==> src/rtl/cache_refill_assembler_if.sv <==
// Refill assembler bus: word responses in, assembled cache line out.
// The master drives responses and consumes lines; the slave is the assembler.
interface cache_refill_assembler_if #(
    parameter int unsigned DATA_W = 32,
    parameter int unsigned WORDS  = 4,
    parameter int unsigned IDX_W  = $clog2(WORDS)
);
    logic                     istream_val;
    logic                     istream_rdy;
    logic [DATA_W-1:0]        istream_data;
    logic [IDX_W-1:0]         istream_idx;
    logic                     ostream_val;
    logic                     ostream_rdy;
    logic [DATA_W*WORDS-1:0]  ostream_line;

    modport master (
        output istream_val, istream_data, istream_idx, ostream_rdy,
        input  istream_rdy, ostream_val, ostream_line
    );

    modport slave (
        input  istream_val, istream_data, istream_idx, ostream_rdy,
        output istream_rdy, ostream_val, ostream_line
    );
endinterface

==> src/rtl/cache_refill_assembler.sv <==
// Gathers out-of-order refill words into a full cache line and hands the line
// to the cache control unit; duplicates are dropped and flagged.
module cache_refill_assembler #(
    parameter int unsigned DATA_W = 32,
    parameter int unsigned WORDS  = 4,
    parameter int unsigned IDX_W  = $clog2(WORDS)
) (
    input  logic                   clk,
    input  logic                   reset,
    cache_refill_assembler_if.slave bus,
    input  logic                   clear,
    output logic [IDX_W:0]         fill_count,
    output logic                   err_dup
);
    localparam int unsigned LINE_W = DATA_W * WORDS;
    localparam int unsigned CNT_W  = IDX_W + 1;

    typedef enum logic {
        S_FILL = 1'b0,
        S_FULL = 1'b1
    } state_e;

    state_e              state_q, state_d;
    logic [WORDS-1:0]    mask_q,  mask_d;
    logic [LINE_W-1:0]   line_q,  line_d;
    logic [CNT_W-1:0]    count_q, count_d;
    logic                err_q,   err_d;
    logic                accept;

    // Ready is a decode of state, additionally gated while reset is held low.
    assign bus.istream_rdy  = reset && (state_q == S_FILL);
    assign bus.ostream_val  = (state_q == S_FULL);
    assign bus.ostream_line = line_q;
    assign fill_count       = count_q;
    assign err_dup          = err_q;
    assign accept           = bus.istream_val && bus.istream_rdy;

    always_ff @(posedge clk or negedge reset) begin
        if (!reset) begin
            state_q <= S_FILL;
            mask_q  <= '0;
            line_q  <= '0;
            count_q <= '0;
            err_q   <= 1'b0;
        end else begin
            state_q <= state_d;
            mask_q  <= mask_d;
            line_q  <= line_d;
            count_q <= count_d;
            err_q   <= err_d;
        end
    end

    always_comb begin
        state_d = state_q;
        mask_d  = mask_q;
        line_d  = line_q;
        count_d = count_q;
        err_d   = err_q;

        // clear wins over both handshakes; a line offered now is not consumed
        if (clear) begin
            state_d = S_FILL;
            mask_d  = '0;
            line_d  = '0;
            count_d = '0;
            err_d   = 1'b0;
        end else if (state_q == S_FILL) begin
            if (accept) begin
                if (mask_q[bus.istream_idx]) begin
                    err_d = 1'b1;
                end else begin
                    mask_d[bus.istream_idx] = 1'b1;
                    count_d = count_q + CNT_W'(1);
                    for (int unsigned i = 0; i < WORDS; i++) begin
                        if (bus.istream_idx == IDX_W'(i)) begin
                            line_d[i*DATA_W +: DATA_W] = bus.istream_data;
                        end
                    end
                    if (&mask_d) begin
                        state_d = S_FULL;
                    end
                end
            end
        end else if (bus.ostream_rdy) begin
            // line register keeps stale data; it is overwritten by the next refill
            state_d = S_FILL;
            mask_d  = '0;
            count_d = '0;
            err_d   = 1'b0;
        end
    end
endmodule

==> src/flat_wrapper.sv <==
// flat-port wrapper written by rule: the top's interface ports become plain ports
module cache_refill_assembler_flat 
#(
    parameter int unsigned DATA_W = 32,
    parameter int unsigned WORDS  = 4,
    parameter int unsigned IDX_W  = $clog2(WORDS)
)
  (clk, reset, clear, fill_count, err_dup, bus_istream_val, bus_istream_data, bus_istream_idx, bus_ostream_rdy, bus_istream_rdy, bus_ostream_val, bus_ostream_line);
  cache_refill_assembler_if #(.DATA_W(DATA_W), .WORDS(WORDS), .IDX_W(IDX_W)) bus_i ();
  input  logic clk;
  input  logic reset;
  input  logic clear;
  output logic [IDX_W:0] fill_count;
  output logic err_dup;
  input wire logic [$bits(bus_i.istream_val)-1:0] bus_istream_val;
  input wire logic [$bits(bus_i.istream_data)-1:0] bus_istream_data;
  input wire logic [$bits(bus_i.istream_idx)-1:0] bus_istream_idx;
  input wire logic [$bits(bus_i.ostream_rdy)-1:0] bus_ostream_rdy;
  output wire logic [$bits(bus_i.istream_rdy)-1:0] bus_istream_rdy;
  output wire logic [$bits(bus_i.ostream_val)-1:0] bus_ostream_val;
  output wire logic [$bits(bus_i.ostream_line)-1:0] bus_ostream_line;
  assign bus_i.istream_val = bus_istream_val;
  assign bus_i.istream_data = bus_istream_data;
  assign bus_i.istream_idx = bus_istream_idx;
  assign bus_i.ostream_rdy = bus_ostream_rdy;
  assign bus_istream_rdy = bus_i.istream_rdy;
  assign bus_ostream_val = bus_i.ostream_val;
  assign bus_ostream_line = bus_i.ostream_line;
  cache_refill_assembler #(.DATA_W(DATA_W), .WORDS(WORDS), .IDX_W(IDX_W)) u_core (.clk(clk), .reset(reset), .bus(bus_i), .clear(clear), .fill_count(fill_count), .err_dup(err_dup));
endmodule
==> config.mk <==
export PLATFORM = sky130hd
export DESIGN_NAME = cache_refill_assembler_flat
export DESIGN_NICKNAME = d
export VERILOG_FILES = /design/src/rtl/cache_refill_assembler_if.sv /design/src/rtl/cache_refill_assembler.sv /design/src/flat_wrapper.sv
export SDC_FILE = /design/constraint.sdc
export NUM_CORES = 1
export LEC_CHECK = 0
export BUFFER_PORTS_ARGS = -buffer_cell sky130_fd_sc_hd__buf_4
export CAP_MARGIN = 20
export CORE_ASPECT_RATIO = 1.1
export CORE_MARGIN = 2
export CORE_UTILIZATION = 46
export DETAILED_ROUTE_END_ITERATION = 8
export PLACE_DENSITY = 0.73
export SLEW_MARGIN = 10
export SYNTH_ARGS = -nofsm -noshare
export SYNTH_HDL_FRONTEND = slang
export SYNTH_SLANG_ARGS = --single-unit
==> constraint.sdc <==
create_clock -name clk -period 2.2 [get_ports clk]
set_clock_uncertainty 0.15 [all_clocks]
set_input_delay 0 -clock clk [delete_from_list [all_inputs] [get_ports clk]]
set_output_delay 0 -clock clk [all_outputs]
set_load 0.01 [all_outputs]
Word-level counts from Yosys, hierarchy flattened
Cells that the tools add are included.

Logic and storage cells: 71. Register bits after elaboration: 137. Input port bits: 39.

Equality and inequality tests: 7. $lt $le $gt $ge: 2. Muxes and demuxes: 33. $add $sub $neg: 1. Reductions and logical operators: 18. Bitwise gates (word level): 2.

Operators by type and width (count): 128-bit two-way mux (4); 32-bit two-way mux (4); 4-bit two-way mux (5); 4-bit AND reduction (5); 3-bit two-way mux (5); 1-bit two-way mux (13); 2-bit nonzero test (5); 3-bit AND reduction (2); 3-bit nonzero test (2); 2-bit equality test (second input constant) (2); 2-bit != test (second input constant) (2); 4-bit OR (1); 3-bit by 1-bit adder with 3-bit output (second input constant) (1); 1-bit logical AND (3); 2-bit by 3-bit < comparator with 1-bit output (second input constant) (1); 3-bit by 2-bit != test with 1-bit output (second input constant) (1); 3-bit != test (second input constant) (1); 1-bit binary-select mux with 2-bit select (1); 1-bit demux with 2-bit select (1); 2-bit by 1-bit equality test with 1-bit output (second input constant) (1); 2-bit by 1-bit >= comparator with 1-bit output (second input constant) (1); 2-bit zero test (1); 1-bit inverter (1).

Logic depth before layout (Yosys ltp)
Gate-level depths: netlist of the first run.

Depth after elaboration: 11. Depth in mapped cells: 7. Mapped depth without buffers: 5.

Worst setup path after synthesis of the first run
OpenSTA, ideal clock, no wires.

Path type: register to register. Start: register u_core.state_q, in the netlist u_core.bus.ostream_val. End: register u_core.line_q[10], in the netlist u_core.bus.ostream_line[10]. Slack: 0.377 ns. Required time: 1.914 ns. Clock period less this slack: 1.823 ns. Stages on the path, launching flop included: 8. Data arrival time: 1.537 ns. Library setup time: 0.136 ns. Path through: dfrtp_1 -> nand3b_4 -> buf_6 -> or4_1 -> clkbuf_1 -> buf_2 -> nand2_1 -> a21oi_1.

Word-level cells in the longest chain between the ends: 5. Elaborated cells between the ends (all ways): 6. Classes of those cells: 1 x eq/ne; 1 x bitwise; 4 x reduce/logical.

Ends and longest elaborated chain: from (decl) (line cache_refill_assembler.sv:23) `state_e state_q, state_d;`; from (signal assigned) (line cache_refill_assembler.sv:46) `state_q <= state_d;`; 1-bit inverter; 1-bit logical AND (line cache_refill_assembler.sv:31) `assign bus.istream_rdy = reset && (state_q == S_FILL);`; 1-bit logical AND (line cache_refill_assembler.sv:36) `assign accept = bus.istream_val && bus.istream_rdy;`; 2-bit nonzero test (no line); 4-bit AND reduction (no line) *; to (signal assigned) (line cache_refill_assembler.sv:48) `line_q <= line_d;`; to (decl) (line cache_refill_assembler.sv:25) `logic [LINE_W-1:0] line_q, line_d;`.

Every way passes the cells marked *; elsewhere a longest branch is shown, timed or not. A chain may end at the register's enable or synchronous reset.

Final worst setup path of the first run
Start: register u_core.state_q, in the netlist u_core.bus.ostream_val. End: register u_core.line_q[79], in the netlist u_core.bus.ostream_line[79].

The elaborated chain is that of the path after synthesis.

==> qor.yml, run 1 <==
syn_nets: 656
synth_area_leaders: "dfrtp_1 61%, nand2_1 18%, a21oi_1 12%"
dpl_cell_area_um2: 7063
drive_gt1_share_pct: 27.54
final.period_utilization_pct: 88.07
post_drt_via_cell_ratio: 5.270
setup_violations: 0
area_growth_pct: 43.36
cts_buffers: 17
grt_max_degree: 139
initial_core_util_pct: 46.85
clock-root-buffer: "clkbuf_16"
io_buffer_count: 172
period_minus_slack_ns: 1.938
grt-ovfl-total: 0
crit_path_max_incr_delay_ns: 0.56
syn_area_um2: 5613
cts.path.max_buffers: 2
grtUsageTotal_pct: 25.64
h-tree-depth: 4
ant_nets: 0
synth_top_area_share_pct: 61.08
cp.arrival_ns: 2.05
cts.clk_slew.worst_paths_ns: 0.06
worstHoldPathType: "input pin to asynchronous set/reset pin"
crit_chain: "nand3b_4 > or4b_1 > buf_4 > nand2_1 > a21oi_1"
antenna_found_initial: 0
worst_ep_required_time_ns: 2.32
ios: 173
firstDrtPassIters: 7
synth_seq_area_share_pct: 61.08
wl_per_cell_um: 16.68
final_cell_area_um2: 8046
worstMarginPinSlew_ns: 0.7358
diodes: 0
die_h_um: 119.9
cp_top_family: "simple AND/OR/NAND/NOR gates"
clk_latency_ns: 0.41
cts.repair.resized: 0
grt_pass1_wl_um: 25500
std_cell_rows: 42
hpwlAfterDp_um: 10710
nNetsFinal: 856
syn_inst: 616
drt_iter0_drc: 477
slew_violations: 0
startpoint_type: "flip-flop"
core_um2: 11980
final_hold_viol_count: 0
slowest_stage: "or4b_1"
yosys_warnings: 0
worst_setup_path_end_kind: "flip-flop"
utilization_pct: 67.16
critPathKind: "flip-flop to flip-flop"
vias: 5175
gp_congestion: 0.7886
synth_cell_types: 32
die_x_um: 109.3
status: "finished, final reports clean"
cts_sinks: 137
worst-path-buf-inv: 1
max_freq_mhz: 516.1
relSlewSlack_pct: 50.95
p_per_area_nw_per_um2: 746.2
tns_ns: 0
ys_seq_elements: 137
worst_ir_drop_vdd_v: 0.0005579
rsz0062_at_grt: "no"
fp.dieArea_um2: 13100
maxCapViolations: 0
avgSynthCellArea_um2: 9.112
post-route-drc-count: 0
p_leak_nw: 3.769
finalWirelength_um: 16380
cts_tree: "yes"
grt_pass1_vias: 4975
synth.largest_area_cell: "dfrtp_1"
crit_path_max_fanout: 17
## cells in the mapped netlist
cell / number
nor2_1: 6
o21bai_1: 1
ha_1: 1
nor4b_4: 1
a21o_1: 1
nand3b_1: 1
o22ai_2: 1
mux2i_1: 1
or2b_1: 1
or4b_1: 1
clkbuf_1: 25
inv_1: 2
o2bb2ai_1: 4
a41oi_1: 1
nor4_2: 1
nor2b_1: 3
o22ai_1: 1
nor3_2: 2
or3_1: 2
nand2_1: 262
buf_6: 2
a21oi_1: 132
a31oi_1: 1
xnor2_1: 1
or4_1: 1
or3_4: 1
o21ai_0: 1
nor3_1: 1
buf_2: 19
nand3b_4: 1
dfrtp_1: 137
mux4_2: 1
## per-layer routing
| layer | global-route usage (%) | share of wire, % |
|---|---|---|
| met5 | 0 | 0 |
| met4 | 13.05 | 4.3 |
| met3 | 4.726 | 5.6 |
| met2 | 42.36 | 51 |
| met1 | 31.90 | 39 |
## report_power, final
part | leakage (nW) | internal, mW | total, mW | switching (mW)
registers | 1.90 | 2.57 | 2.61 | 0.0368
clock network | 0.291 | 1.83 | 2.88 | 1.05
logic | 1.58 | 0.218 | 0.515 | 0.297
## path summary, 6_finish.rpt
kind	startpoint	to	slack [ns]	depth (start not counted)
hold / removal	reset	u_core.bus.ostream_line[65]$_DFFE_PN0P_	0.14	3
setup reg to reg	u_core.bus.ostream_val$_DFF_PN0_	u_core.bus.ostream_line[79]$_DFFE_PN0P_	0.26	5
min in group clk	bus_istream_data[11]	u_core.bus.ostream_line[43]$_DFFE_PN0P_	0.26	4
max in group asynchronous	reset	u_core.bus.ostream_line[75]$_DFFE_PN0P_	1.19	3
hold reg to reg	u_core.bus.ostream_line[90]$_DFFE_PN0P_	u_core.bus.ostream_line[90]$_DFFE_PN0P_	0.37	2
setup / recovery	u_core.bus.ostream_val$_DFF_PN0_	u_core.bus.ostream_line[79]$_DFFE_PN0P_	0.26	5
## repair_timing
item                                    in CTS  in global routing
endpoints found under the hold margin      274                  0
setup buffers                                0                  0
endpoints found under the setup margin       0                  0
hold buffers                                38                  0
## placed cells by master, fill, tap and decap left out, types with 3 or more instances in the layout
master / count
a21oi_1: 132
buf_4: 186
bufinv_16: 3
clkbuf_16: 17
clkinv_2: 4
clkinvlp_4: 3
dfrtp_1: 137
dlygate4sd3_1: 38
nand2_1: 262
nor2_1: 6
nor2b_1: 3
o2bb2ai_1: 4
## registers in the layout (all words and copies together) (netlist names)
signal                   cells
u_core.bus.ostream_line    128
u_core.mask_q                4
u_core.fill_count            3
u_core.bus.ostream_val       1
u_core.err_dup               1
## per-stage QoR
step	power [mW]	std cells	hold WS, ns	setup WS [ns]
6_report	6.004	982	0.1438	0.2625
5_1_grt	6.203	982	0.2495	0.1310
4_1_cts	6.038	982	0.2062	0.2518
3_5_place_dp	3.114	913	0.05606	0.2543
3_3_place_gp	3.102	913	0.04859	0.3052
2_1_floorplan	2.834	616	-0.4456	0.3769
## cells by family (layout without fill, tap and decap cells)
family | after synthesis | after routing | synth area share (%)
mux | 2 | 2 | 0.5796
fa+ha+maj | 1 | 1 | 0.2229
flops | 137 | 137 | 61.08
simple gates | 284 | 284 | 20.71
xor+xnor | 1 | 1 | 0.1561
buf+inv | 48 | 260 | 3.901
compound gates | 143 | 143 | 13.35
## tightest hold or removal path: cells and delay by family
kind	cells	cell delay, ns
buffers and inverters	3	1.20
## cell type report
class                           instances  area (um2)
Timing Repair Buffer                  227        1828
Clock buffer                           19       452.9
Sequential cell                       137        3428
Tap cell                              154       192.7
Multi-Input combinational cell        431        1987
Inverter                                2       7.507
Fill cell                             937        3935
Clock inverter                         12       150.1
Power figures use the tool's default switching activity.
==> inputs of run 2 (changes only) <==
--- a/config.mk
+++ b/config.mk
@@ -9,10 +9,9 @@
 export CAP_MARGIN = 20
 export CORE_ASPECT_RATIO = 1.1
 export CORE_MARGIN = 2
-export CORE_UTILIZATION = 46
+export CORE_UTILIZATION = 30
 export DETAILED_ROUTE_END_ITERATION = 8
-export PLACE_DENSITY = 0.73
-export SLEW_MARGIN = 10
+export SLEW_MARGIN = 15
 export SYNTH_ARGS = -nofsm -noshare
 export SYNTH_HDL_FRONTEND = slang
 export SYNTH_SLANG_ARGS = --single-unit
==> constraint.sdc (replaced) <==
create_clock -name clk -period 1.7 [get_ports clk]
set_clock_uncertainty 0.15 [all_clocks]
set_input_delay 0 -clock clk [delete_from_list [all_inputs] [get_ports clk]]
set_output_delay 0 -clock clk [all_outputs]
set_load 0.01 [all_outputs]
==> qor.yml, run 2 (synthesis gave the netlist of run 1 again) <==
status: "finished, violations left"
failed_checks: "setup timing"
hpwlAfterDp_um: 11840
dp_cells: 1014
h-tree-depth: 4
layout_commonest_cell: "nand2_1"
worst_setup_path_end_kind: "flip-flop"
largest_reg_flops: 128
cts_buffers: 17
rsz0062_at_grt: "yes"
power_frac_seq_pct: 42.2
firstDrtPassIters: 4
grt-ovfl-total: 0
p_per_area_nw_per_um2: 883.2
period_minus_slack_ns: 1.803
maxCapViolations: 0
final.period_utilization_pct: 106.1
wl_per_cell_um: 18.22
dp_slack_ns: -0.08831
ant_nets: 0
clk_latency_ns: 0.43
grt_max_degree: 70
worstMarginPinSlew_ns: 0.8922
antenna_found_initial: 0
cts_tree: "yes"
swShare_pct: 24.10
cts.clk_slew.worst_paths_ns: 0.06
startpoint_type: "flip-flop"
post-route-drc-count: 0
vias: 5275
nNetsFinal: 893
setup_violations: 118
area_growth_pct: 61.37
clkPwrFrac_pct: 47.4
initial_core_util_pct: 30.59
p_int_mw: 6.071
worstHoldPathType: "input pin to asynchronous set/reset pin"
finalNonFillerCells: 1109
critPathKind: "flip-flop to flip-flop"
die_h_um: 147.5
drive_gt1_share_pct: 38.80
p_leak_nw: 4.197
relSlewSlack_pct: 40.52
finalWirelength_um: 20200
cts_sinks: 137
die_x_um: 134.4
final_cell_area_um2: 9057
cp.arrival_ns: 1.93
clock-root-buffer: "clkbuf_16"
drt_iter0_drc: 437
gp_congestion: 0.8182
grt_pass1_vias: 5227
crit_path_max_incr_delay_ns: 0.45
slowest_stage: "or4_4"
grtUsageTotal_pct: 19.34
post_drt_via_cell_ratio: 4.757
fin_ws_ns: -0.1032
worst_ep_required_time_ns: 1.83
std_cell_rows: 52
cts.path.max_buffers: 2
tns_ns: -6.736
worst_ir_drop_vdd_v: 0.0006878
max_freq_mhz: 554.6
fp.dieArea_um2: 19820
crit_chain: "nand3b_4 > buf_4 > or4_4 > buf_12 > nand2_1 > a21oi_1"
cp_top_family: "simple AND/OR/NAND/NOR gates"
p_comb_share_pct: 10.4
switching_power_mw: 1.928
diodes: 0
ios: 173
final_cell_mix: "225 x nand2_1, 191 x buf_4, 137 x dfrtp_1"
core_um2: 18350
final_hold_viol_count: 0
grt_pass1_wl_um: 29360
io_buffer_count: 172
dpl_cell_area_um2: 7327
worst-path-buf-inv: 2
crit_path_max_fanout: 20
slew_violations: 0
hold-worst-slack_ns: 0.2157
run 2: cell count changes in the layout (fill, tap and decap cells not counted), moves of 2 or more:
cell / previous run / this run
a21oi_1: 132 / 107
a21oi_2: 0 / 25
buf_12: 2 / 12
buf_16: 0 / 2
buf_4: 186 / 191
buf_6: 1 / 11
buf_8: 0 / 5
clkbuf_16: 17 / 22
nand2_1: 262 / 225
nand2_2: 0 / 25
nand2_4: 0 / 12
o2bb2ai_1: 4 / 0
o2bb2ai_2: 0 / 4
run 2: final timing paths:
kind / startpoint / depth (start not counted) / slack [ns] / endpoint
max in group asynchronous: reset / 3 / 0.59 / u_core.bus.ostream_line[18]$_DFFE_PN0P_
min reg2reg: u_core.bus.ostream_line[29]$_DFFE_PN0P_ / 2 / 0.37 / u_core.bus.ostream_line[29]$_DFFE_PN0P_
max: u_core.bus.ostream_val$_DFF_PN0_ / 6 / -0.10 / u_core.bus.ostream_line[1]$_DFFE_PN0P_
min in group clk: bus_istream_val / 4 / 0.25 / u_core.err_dup$_DFFE_PN0P_
max reg2reg: u_core.bus.ostream_val$_DFF_PN0_ / 6 / -0.10 / u_core.bus.ostream_line[1]$_DFFE_PN0P_
min: reset / 3 / 0.22 / u_core.bus.ostream_line[126]$_DFFE_PN0P_
run 2: what timing repair did:
item | in CTS | in global routing
gates cloned | 4 | 7
hold endpoints to repair | 274 | 4
endpoints found under the setup margin | 92 | 132
pin swaps | 23 | 37
hold buffers | 37 | 1
setup buffers | 7 | 9
gates resized for setup | 49 | 72
run 2: layer usage:
metal  track usage, %  vias to the layer above  wire length [um]  share of wire [%]
met5                0                        -                 0                  0
met2            29.62                      180              9747                 48
li1                 -                     2493                 -                  -
met1            26.12                     2573              8736                 43
met3            5.453                       29              1281                6.3
met4            7.421                        0               436                2.2
run 2: power by group through the flow:
stage	Sequential, mW	Clock [mW]	Combinational, mW
2_1_floorplan	3.46	0	0.221
3_3_place_gp	3.43	0	0.636
3_5_place_dp	3.43	0	0.639
4_1_cts	3.38	3.85	0.763
5_1_grt	3.38	4.01	0.902
6_report	3.38	3.79	0.831
run 2: area by class of cell:
class	count	area, um2
clock inverters	12	148.9
fillers	1737	9290
multi-input cells	431	2278
repair buffers	264	2434
well taps	243	304.0
inverters	2	7.507
clock buffers	20	456.7
flip-flops and latches	137	3428
run 2: metrics by stage:
step / util, % / total power, mW
after floorplan: - / 3.679
after global placement: 39.93 / 4.071
after detailed placement: 39.93 / 4.074
after CTS: 46.92 / 7.988
after global routing: 49.37 / 8.295
final: 49.37 / 7.999
run 2: worst min-delay path, cell delays in order:
cell and delay (ns):
dlygate4sd3_1 0.54, buf_6 0.12, buf_4 0.67
